**config.mk**
```make
export PLATFORM = sky130hd
export DESIGN_NAME = mem_port_arbiter_flat
export DESIGN_NICKNAME = d
export VERILOG_FILES = /design/src/rtl/mem_port_arbiter_if.sv /design/src/rtl/mem_port_arbiter.sv /design/src/flat_wrapper.sv
export SDC_FILE = /design/constraint.sdc
export NUM_CORES = 1
export LEC_CHECK = 0
export CAP_MARGIN = 10
export CORE_MARGIN = 1
export CORE_UTILIZATION = 42
export CTS_CLUSTER_DIAMETER = 40
export CTS_CLUSTER_SIZE = 8
export DETAILED_ROUTE_END_ITERATION = 8
export PLACE_DENSITY = 0.79
export SKIP_LAST_GASP = 1
export SYNTH_ARGS = -nofsm -noshare
export SYNTH_HDL_FRONTEND = slang
export SYNTH_SLANG_ARGS = --single-unit
```
**constraint.sdc**
```tcl
create_clock -name clk -period 5.1 [get_ports clk]
set_input_delay 0.765 -clock clk [delete_from_list [all_inputs] [get_ports clk]]
set_output_delay 0.765 -clock clk [all_outputs]
set_load 0.02 [all_outputs]
```
**src/rtl/mem_port_arbiter_if.sv**
```systemverilog
// Core/memory bus bundle for mem_port_arbiter.
//   master : arbiter view (takes requests and memory replies; drives responses,
//            stalls and the memory request bus)
//   slave  : environment view (core requesters plus memory model)
//   flush, if_* : fetch requester;  d_* : data requester;  stall_* : pipeline stalls
//   mem_*       : single-ported memory request/response
interface mem_port_arbiter_if #(
    parameter int unsigned ADDR_W = 32,
    parameter int unsigned DATA_W = 32
);
    logic              flush;
    logic              if_req;
    logic [ADDR_W-1:0] if_addr;
    logic              if_valid;
    logic [DATA_W-1:0] if_rdata;
    logic              d_req;
    logic              d_we;
    logic [ADDR_W-1:0] d_addr;
    logic [DATA_W-1:0] d_wdata;
    logic              d_valid;
    logic [DATA_W-1:0] d_rdata;
    logic              stall_fetch;
    logic              stall_mem;
    logic              mem_req;
    logic              mem_we;
    logic [ADDR_W-1:0] mem_addr;
    logic [DATA_W-1:0] mem_wdata;
    logic              mem_ack;
    logic [DATA_W-1:0] mem_rdata;

    modport master (
        input  flush, if_req, if_addr, d_req, d_we, d_addr, d_wdata, mem_ack, mem_rdata,
        output if_valid, if_rdata, d_valid, d_rdata, stall_fetch, stall_mem,
               mem_req, mem_we, mem_addr, mem_wdata
    );

    modport slave (
        output flush, if_req, if_addr, d_req, d_we, d_addr, d_wdata, mem_ack, mem_rdata,
        input  if_valid, if_rdata, d_valid, d_rdata, stall_fetch, stall_mem,
               mem_req, mem_we, mem_addr, mem_wdata
    );
endinterface

```
**src/rtl/mem_port_arbiter.sv**
```systemverilog
// Shares one single-ported variable-latency memory between instruction fetch
// and data load/store. One access is held on the memory bus until mem_ack; read
// data returns to the owner as a one-cycle valid pulse. Round-robin arbitration
// when both stages wait, data first after reset.
// Ports:
//   clk   : clock, rising edge
//   reset : asynchronous active-high reset
//   bus   : mem_port_arbiter_if.master (requests, responses, stalls, memory bus)
module mem_port_arbiter #(
    parameter int unsigned ADDR_W = 32,
    parameter int unsigned DATA_W = 32
) (
    input  logic                clk,
    input  logic                reset,
    mem_port_arbiter_if.master  bus
);

    typedef enum logic [1:0] {IDLE, BUSY_I, BUSY_D} state_t;
    typedef enum logic {GNT_I, GNT_D} gnt_t;

    state_t            state;
    gnt_t              last_gnt;
    logic              discard;

    logic              ack;
    logic              done_i;
    logic              done_d;
    logic              drop_i;
    logic              pend_i;
    logic              pend_d;
    logic              arb;
    logic              gnt_i;
    logic              gnt_d;
    logic [ADDR_W-1:0] gnt_addr;
    logic [DATA_W-1:0] rd_word;

    // Arbitration: a requester is pending only while it waits for its own result
    always_comb begin
        ack      = (state != IDLE) && bus.mem_ack;
        done_i   = ack && (state == BUSY_I);
        done_d   = ack && (state == BUSY_D);
        // flushed fetch: its result is thrown away, so if_req now means a new fetch
        drop_i   = discard || bus.flush;
        pend_i   = bus.if_req && !bus.if_valid && !(done_i && !drop_i);
        pend_d   = bus.d_req && !bus.d_valid && !done_d;
        arb      = (state == IDLE) || ack;
        gnt_d    = arb && pend_d && (!pend_i || (last_gnt == GNT_I));
        gnt_i    = arb && pend_i && !gnt_d;
        gnt_addr = gnt_d ? bus.d_addr : bus.if_addr;
        rd_word  = bus.mem_rdata;
    end

    // Stalls follow the request inputs and registered valids only
    assign bus.stall_fetch = bus.if_req & ~bus.if_valid;
    assign bus.stall_mem   = bus.d_req & ~bus.d_valid;

    // Access FSM with registered memory bus and response outputs
    always_ff @(posedge clk or posedge reset) begin
        if (reset) begin
            state         <= IDLE;
            last_gnt      <= GNT_I;
            discard       <= 1'b0;
            bus.mem_req   <= 1'b0;
            bus.mem_we    <= 1'b0;
            bus.mem_addr  <= '0;
            bus.mem_wdata <= '0;
            bus.if_valid  <= 1'b0;
            bus.if_rdata  <= '0;
            bus.d_valid   <= 1'b0;
            bus.d_rdata   <= '0;
        end else begin
            bus.if_valid <= 1'b0;
            bus.d_valid  <= 1'b0;

            if (done_i) begin
                if (!drop_i) begin
                    bus.if_valid <= 1'b1;
                    bus.if_rdata <= rd_word;
                end
                discard <= 1'b0;
            end else if ((state == BUSY_I) && bus.flush) begin
                discard <= 1'b1;
            end

            if (done_d) begin
                bus.d_valid <= 1'b1;
                if (!bus.mem_we) begin
                    bus.d_rdata <= rd_word;
                end
            end

            if (gnt_d) begin
                state         <= BUSY_D;
                last_gnt      <= GNT_D;
                bus.mem_req   <= 1'b1;
                bus.mem_we    <= bus.d_we;
                bus.mem_addr  <= gnt_addr;
                bus.mem_wdata <= bus.d_wdata;
            end else if (gnt_i) begin
                state         <= BUSY_I;
                last_gnt      <= GNT_I;
                bus.mem_req   <= 1'b1;
                bus.mem_we    <= 1'b0;
                bus.mem_addr  <= gnt_addr;
            end else if (arb) begin
                state       <= IDLE;
                bus.mem_req <= 1'b0;
            end
        end
    end

endmodule

```
**src/flat_wrapper.sv**
```systemverilog
// flat-port wrapper written by rule: the top's interface ports become plain ports
module mem_port_arbiter_flat 
#(
    parameter int unsigned ADDR_W = 32,
    parameter int unsigned DATA_W = 32
)
  (clk, reset, bus_flush, bus_if_req, bus_if_addr, bus_d_req, bus_d_we, bus_d_addr, bus_d_wdata, bus_mem_ack, bus_mem_rdata, bus_if_valid, bus_if_rdata, bus_d_valid, bus_d_rdata, bus_stall_fetch, bus_stall_mem, bus_mem_req, bus_mem_we, bus_mem_addr, bus_mem_wdata);
  mem_port_arbiter_if #(.ADDR_W(ADDR_W), .DATA_W(DATA_W)) bus_i ();
  input  logic clk;
  input  logic reset;
  input wire logic [$bits(bus_i.flush)-1:0] bus_flush;
  input wire logic [$bits(bus_i.if_req)-1:0] bus_if_req;
  input wire logic [$bits(bus_i.if_addr)-1:0] bus_if_addr;
  input wire logic [$bits(bus_i.d_req)-1:0] bus_d_req;
  input wire logic [$bits(bus_i.d_we)-1:0] bus_d_we;
  input wire logic [$bits(bus_i.d_addr)-1:0] bus_d_addr;
  input wire logic [$bits(bus_i.d_wdata)-1:0] bus_d_wdata;
  input wire logic [$bits(bus_i.mem_ack)-1:0] bus_mem_ack;
  input wire logic [$bits(bus_i.mem_rdata)-1:0] bus_mem_rdata;
  output wire logic [$bits(bus_i.if_valid)-1:0] bus_if_valid;
  output wire logic [$bits(bus_i.if_rdata)-1:0] bus_if_rdata;
  output wire logic [$bits(bus_i.d_valid)-1:0] bus_d_valid;
  output wire logic [$bits(bus_i.d_rdata)-1:0] bus_d_rdata;
  output wire logic [$bits(bus_i.stall_fetch)-1:0] bus_stall_fetch;
  output wire logic [$bits(bus_i.stall_mem)-1:0] bus_stall_mem;
  output wire logic [$bits(bus_i.mem_req)-1:0] bus_mem_req;
  output wire logic [$bits(bus_i.mem_we)-1:0] bus_mem_we;
  output wire logic [$bits(bus_i.mem_addr)-1:0] bus_mem_addr;
  output wire logic [$bits(bus_i.mem_wdata)-1:0] bus_mem_wdata;
  assign bus_i.flush = bus_flush;
  assign bus_i.if_req = bus_if_req;
  assign bus_i.if_addr = bus_if_addr;
  assign bus_i.d_req = bus_d_req;
  assign bus_i.d_we = bus_d_we;
  assign bus_i.d_addr = bus_d_addr;
  assign bus_i.d_wdata = bus_d_wdata;
  assign bus_i.mem_ack = bus_mem_ack;
  assign bus_i.mem_rdata = bus_mem_rdata;
  assign bus_if_valid = bus_i.if_valid;
  assign bus_if_rdata = bus_i.if_rdata;
  assign bus_d_valid = bus_i.d_valid;
  assign bus_d_rdata = bus_i.d_rdata;
  assign bus_stall_fetch = bus_i.stall_fetch;
  assign bus_stall_mem = bus_i.stall_mem;
  assign bus_mem_req = bus_i.mem_req;
  assign bus_mem_we = bus_i.mem_we;
  assign bus_mem_addr = bus_i.mem_addr;
  assign bus_mem_wdata = bus_i.mem_wdata;
  mem_port_arbiter #(.ADDR_W(ADDR_W), .DATA_W(DATA_W)) u_core (.clk(clk), .reset(reset), .bus(bus_i));
endmodule
```
== Word-level counts from Yosys, hierarchy flattened ==
Cells that the tools add are included.
Storage, ports and cells
  register bits after elaboration: 136
  logic and storage cells: 67
Operators by class
  eq/ne operators: 2
  muxes and demuxes: 17
  bitwise logic cells: 7
  reduce and logical (&&, ||, !) cells: 30
Operators by type and width (count)
  2-to-1 mux 32 bit: 3
  logical AND 1 bit: 13
  2-to-1 mux 1 bit: 11
  zero test 1 bit: 7
  2-to-1 mux 2 bit: 3
  nonzero test 2 bit: 3
  inverter 1 bit: 5
  AND reduction 2 bit: 2
  logical OR 1 bit: 3
  nonzero test 3 bit: 1
  AND 1 bit: 2
  == test 2 x 1 -> 1 bit, second input constant: 1
  == test 2 bit, second input constant: 1
  zero test 2 bit: 1

== Depth between registers and ports, before layout ==
  depth in word-level cells: 13
  mapped depth: 7

== Least setup slack after synthesis ==
OpenSTA, ideal clock, no wires.
  path kind: in2reg
  start point: input port bus_if_req
  end point: register u_core.bus.mem_addr[10] (netlist name)
  arrival: 2.103 ns
  path slack: 2.867 ns
  stages: 7
  cell sequence: nor2b_1 or3_1 clkbuf_1 and3_1 buf_2 buf_2 a31oi_1
On the way
  word-level cells in the longest chain between the ends: 8
  elaborated cells on any way between the ends: 12
  classes of those cells: 3 x mux; 9 x reduce/logical
RTL lines
  start: declaration: RTL line flat_wrapper.sv:12  | input wire logic [$bits(bus_i.if_req)-1:0] bus_if_req;
  logical AND 1 bit (*) (2 in series): RTL line mem_port_arbiter.sv:44  | pend_i = bus.if_req && !bus.if_valid && !(done_i && !drop_i);
  zero test 1 bit: RTL line mem_port_arbiter.sv:47  | gnt_d = arb && pend_d && (!pend_i || (last_gnt == GNT_I));
  logical OR 1 bit: RTL line mem_port_arbiter.sv:47
  logical AND 1 bit: RTL line mem_port_arbiter.sv:47
  2-to-1 mux 32 bit or zero test 1 bit (tied branches): RTL line mem_port_arbiter.sv:49, mem_port_arbiter.sv:48
  2-to-1 mux 32 bit or logical AND 1 bit (tied branches): RTL line mem_port_arbiter.sv:99, mem_port_arbiter.sv:48
  2-to-1 mux 32 bit or nonzero test 2 bit (tied branches)
  end signal: assignment: RTL line mem_port_arbiter.sv:97  | bus.mem_addr <= gnt_addr;
  end signal: assignment: RTL line mem_port_arbiter.sv:104  | bus.mem_addr <= gnt_addr;
  end: declaration: RTL line mem_port_arbiter_if.sv:34  | mem_req, mem_we, mem_addr, mem_wdata
Every way passes the cells marked *; elsewhere a longest branch is shown, timed or not. The select of a mux whose other input is x is not followed.
A chain may end at the register's enable or synchronous reset.

== Worst setup path after layout ==
  start point: input port bus_if_req
  end point: register u_core.bus.mem_addr[21] (netlist name)
Same word-level chain as after synthesis.

==> results_dict.tcl <==
set metrics [dict create \
    die_w_um 120 \
    cts_sinks 136 \
    min-delay-start "u_core.bus.d_rdata[11]" \
    drt-initial-drc-count 339 \
    startpoint "bus_if_req" \
    synth_mux_area_frac 0.201 \
    grt_pass1_wl_um 25300 \
    synth_compound_area_frac 0.113 \
    intPower_uw 4070 \
    crit_required_ps 5310 \
    holdBufCountCts 0 \
    ir_drop_uv 367 \
    hold_depth 1 \
    htreeDepth 4 \
    tns_ps 0 \
    synth-edff-count 0 \
    yosysSeqAreaShare 0.578 \
    place_inst 853 \
    core_area_um2 13500 \
    grt_max_degree 68 \
    root_buffer "clkbuf_16" \
    syn-num-nets 571 \
    wl_per_cell_um 18.1 \
    p_switching_uw 2250 \
    worstPathCellList "clkdlybuf4s50_1 > nor2b_1 > o211a_1 > buf_4 > and3_1 > a31oi_1" \
    track_usage 0.228 \
    share_comb_of_total_power 0.485 \
    cts.path.max_buffers 2 \
    crit_path_max_fanout 34 \
    routabilityCongestion 0.781 \
    grt_pass1_vias 4859 \
    crit_path_max_incr_delay_ps 1070 \
    synth_top_cells_by_area "dfrtp_1, mux2_2, mux2_4" \
    reg2regPathDepth 6 \
    setup_viol 0 \
    antenna_found_initial 0 \
    start_util 0.438 \
    design_area_um2 9310 \
    gr-total-overflow 0 \
    synthTopCellsByCount "dfrtp_1, a31oi_1, mux2_2" \
    end_kind "flop" \
    rsz0062_at_grt "false" \
    cts_made_buffers 17 \
    hpwl_um 11400 \
    cts_setup_buffers 0 \
    drc_errors 0 \
    maxCapViolCount 0 \
    drive_above_1_share 0.202 \
    crit_type "in -> reg" \
    p_leak_uw 0.00381 \
    fill_cells 972 \
    insertedDiodeCount 0 \
    synth_xor_area_frac 0 \
    synth_cell_type_count 34 \
    drv_slew 0 \
    ys.flop_type "dfrtp_1" \
    synth-seq-cells 136 \
    worst_pin_slew_ps 1260 \
    areaGrowthSynthToFinish_pct 58.1 \
    num_vias 4654 \
    fmaxAchievable_mhz 316 \
    r2r-start "u_core.state[0]" \
    yosys.area_share.adder 0 \
    p_sw_frac 0.356 \
    holdWs_ps 491 \
    outcome "complete, no violations" \
    drt_wl_total_um 16000 \
    placed_cell_area_um2 8680 \
    syn_avg_cell_area_um2 13.5 \
    clk_pin_slew_ps 50 \
    netlist_instances 436 \
    pwr-share-clk 0.206 \
    p_seq_frac 0.310 \
    avgViaCountPerCell 5.26 \
    cts_resized 0 \
    cellPowerDensity_nw_per_um2 679 \
    yosysTopAreaCell "dfrtp_1" \
    fin_util 0.692 \
    final.min_clock_period_ps 3170 \
    synth_top_family_by_area "multiplexers" \
    ant_nets 0 \
    nets 831 \
    clk_latency_ps 410 \
    synth-simple-area-share 0.0660 \
    relSlewSlack 0.163 \
    crit_path_start_kind "input pin" \
    synth.most_common_cell "dfrtp_1" \
    dr.pass1.iters 6 \
    fin_skew_ps 5.31 \
    cp_slowest_cell "and3_1" \
    critPathArrivalTime_ps 3380 \
    fin_crit_sh 0.621 \
    io_buffers 268 \
    cts_tree "built" \
    yosysWarnings 0 \
    hold_class "reg -> reg" \
    synth_top_area_frac 0.578 \
    die_y_um 120 \
    die-area_um2 14500 \
    syn_area_um2 5890 \
    async_flop_share 1.00 \
    finalNonFillerCells 884 \
    rows 42 \
    ios 269 \
    hold_viol 0 \
]
## worst paths after layout
path                                            endpoint  slack, ps
worst min register to register    u_core.bus.d_rdata[11]        490
max in group asynchronous        u_core.bus.mem_addr[11]       3230
worst max-delay path             u_core.bus.mem_addr[21]       1930
worst min-delay path              u_core.bus.d_rdata[11]        490
worst max register to register  u_core.bus.mem_wdata[29]       2300
min in group asynchronous       u_core.bus.mem_wdata[29]        800
## stage by stage
step,worst slack [ps],total power (uW)
after detailed placement,1540,5030
after CTS,1980,6380
final,1930,6320
after floorplan,696,3610
after global routing,1810,6640
after global placement,1740,4930
## critical path, delay by kind of cell
family,cells,cell delay (ps)
compound gates,2,420
buf+inv,2,800
simple gates,2,1390
## cells in the final DEF (no fill, tap or decap), drive strengths merged, types with 2 or more instances in the layout
| cell type | synthesis | layout |
|---|---|---|
| a31oi | 65 | 65 |
| clkbuf | 16 | 20 |
| nand2 | 2 | 2 |
| nand3 | 2 | 2 |
| bufinv | 0 | 4 |
| o21ai | 33 | 33 |
| a21oi | 3 | 3 |
| nor2 | 4 | 4 |
| buf | 22 | 11 |
| mux2 | 96 | 96 |
| or3b | 32 | 32 |
| clkinv | 0 | 3 |
| dfrtp | 136 | 136 |
| nand2b | 3 | 3 |
| inv | 8 | 9 |
| clkdlybuf4s50 | 0 | 268 |
| clkinvlp | 0 | 3 |
## routing by layer
| metal | GRT usage | vias up | wire length, um |
|---|---|---|---|
| met1 | 0.264 | 2262 | 6160 |
| met4 | 0.0887 | 0 | 287 |
| met2 | 0.400 | 231 | 8320 |
| li1 | - | 2137 | - |
| met5 | 0 | - | 0 |
| met3 | 0.0618 | 24 | 1260 |
## power groups by stage
stage	Clock [uW]	Combinational [uW]	Sequential, uW
detailed placement	0	3080	1950
global route	1370	3250	2020
global placement	0	3000	1930
finish	1300	3070	1960
floorplan	0	1060	2550
CTS	1320	3090	1960
## logic make-up (layout without fill, tap and decap cells)
group	count (synthesis)	count (layout)
multiplexers	96	96
AO/OA/AOI/OAI	108	108
AND/OR/NAND/NOR	50	50
flip-flops	136	136
buffers and inverters	46	318
## sequential cells by signal, indices dropped and copies added (netlist names)
name	cells
u_core.bus.d_rdata	32
u_core.bus.mem_wdata	32
u_core.bus.if_rdata	32
u_core.bus.mem_req	1
u_core.state	2
u_core.last_gnt	1
u_core.bus.d_valid	1
u_core.bus.if_valid	1
u_core.discard	1
u_core.bus.mem_addr	32
u_core.bus.mem_we	1
## area by class of cell
cell class	count	area, um2	share of cell area
well taps	176	220	0.0236
clock inverters	11	170	0.0183
repair buffers	279	2770	0.297
flip-flops and latches	136	3400	0.365
clock buffers	20	467	0.0501
multi-input cells	254	2250	0.242
inverters	8	32.5	0.00349
Power figures use the tool's default switching activity.
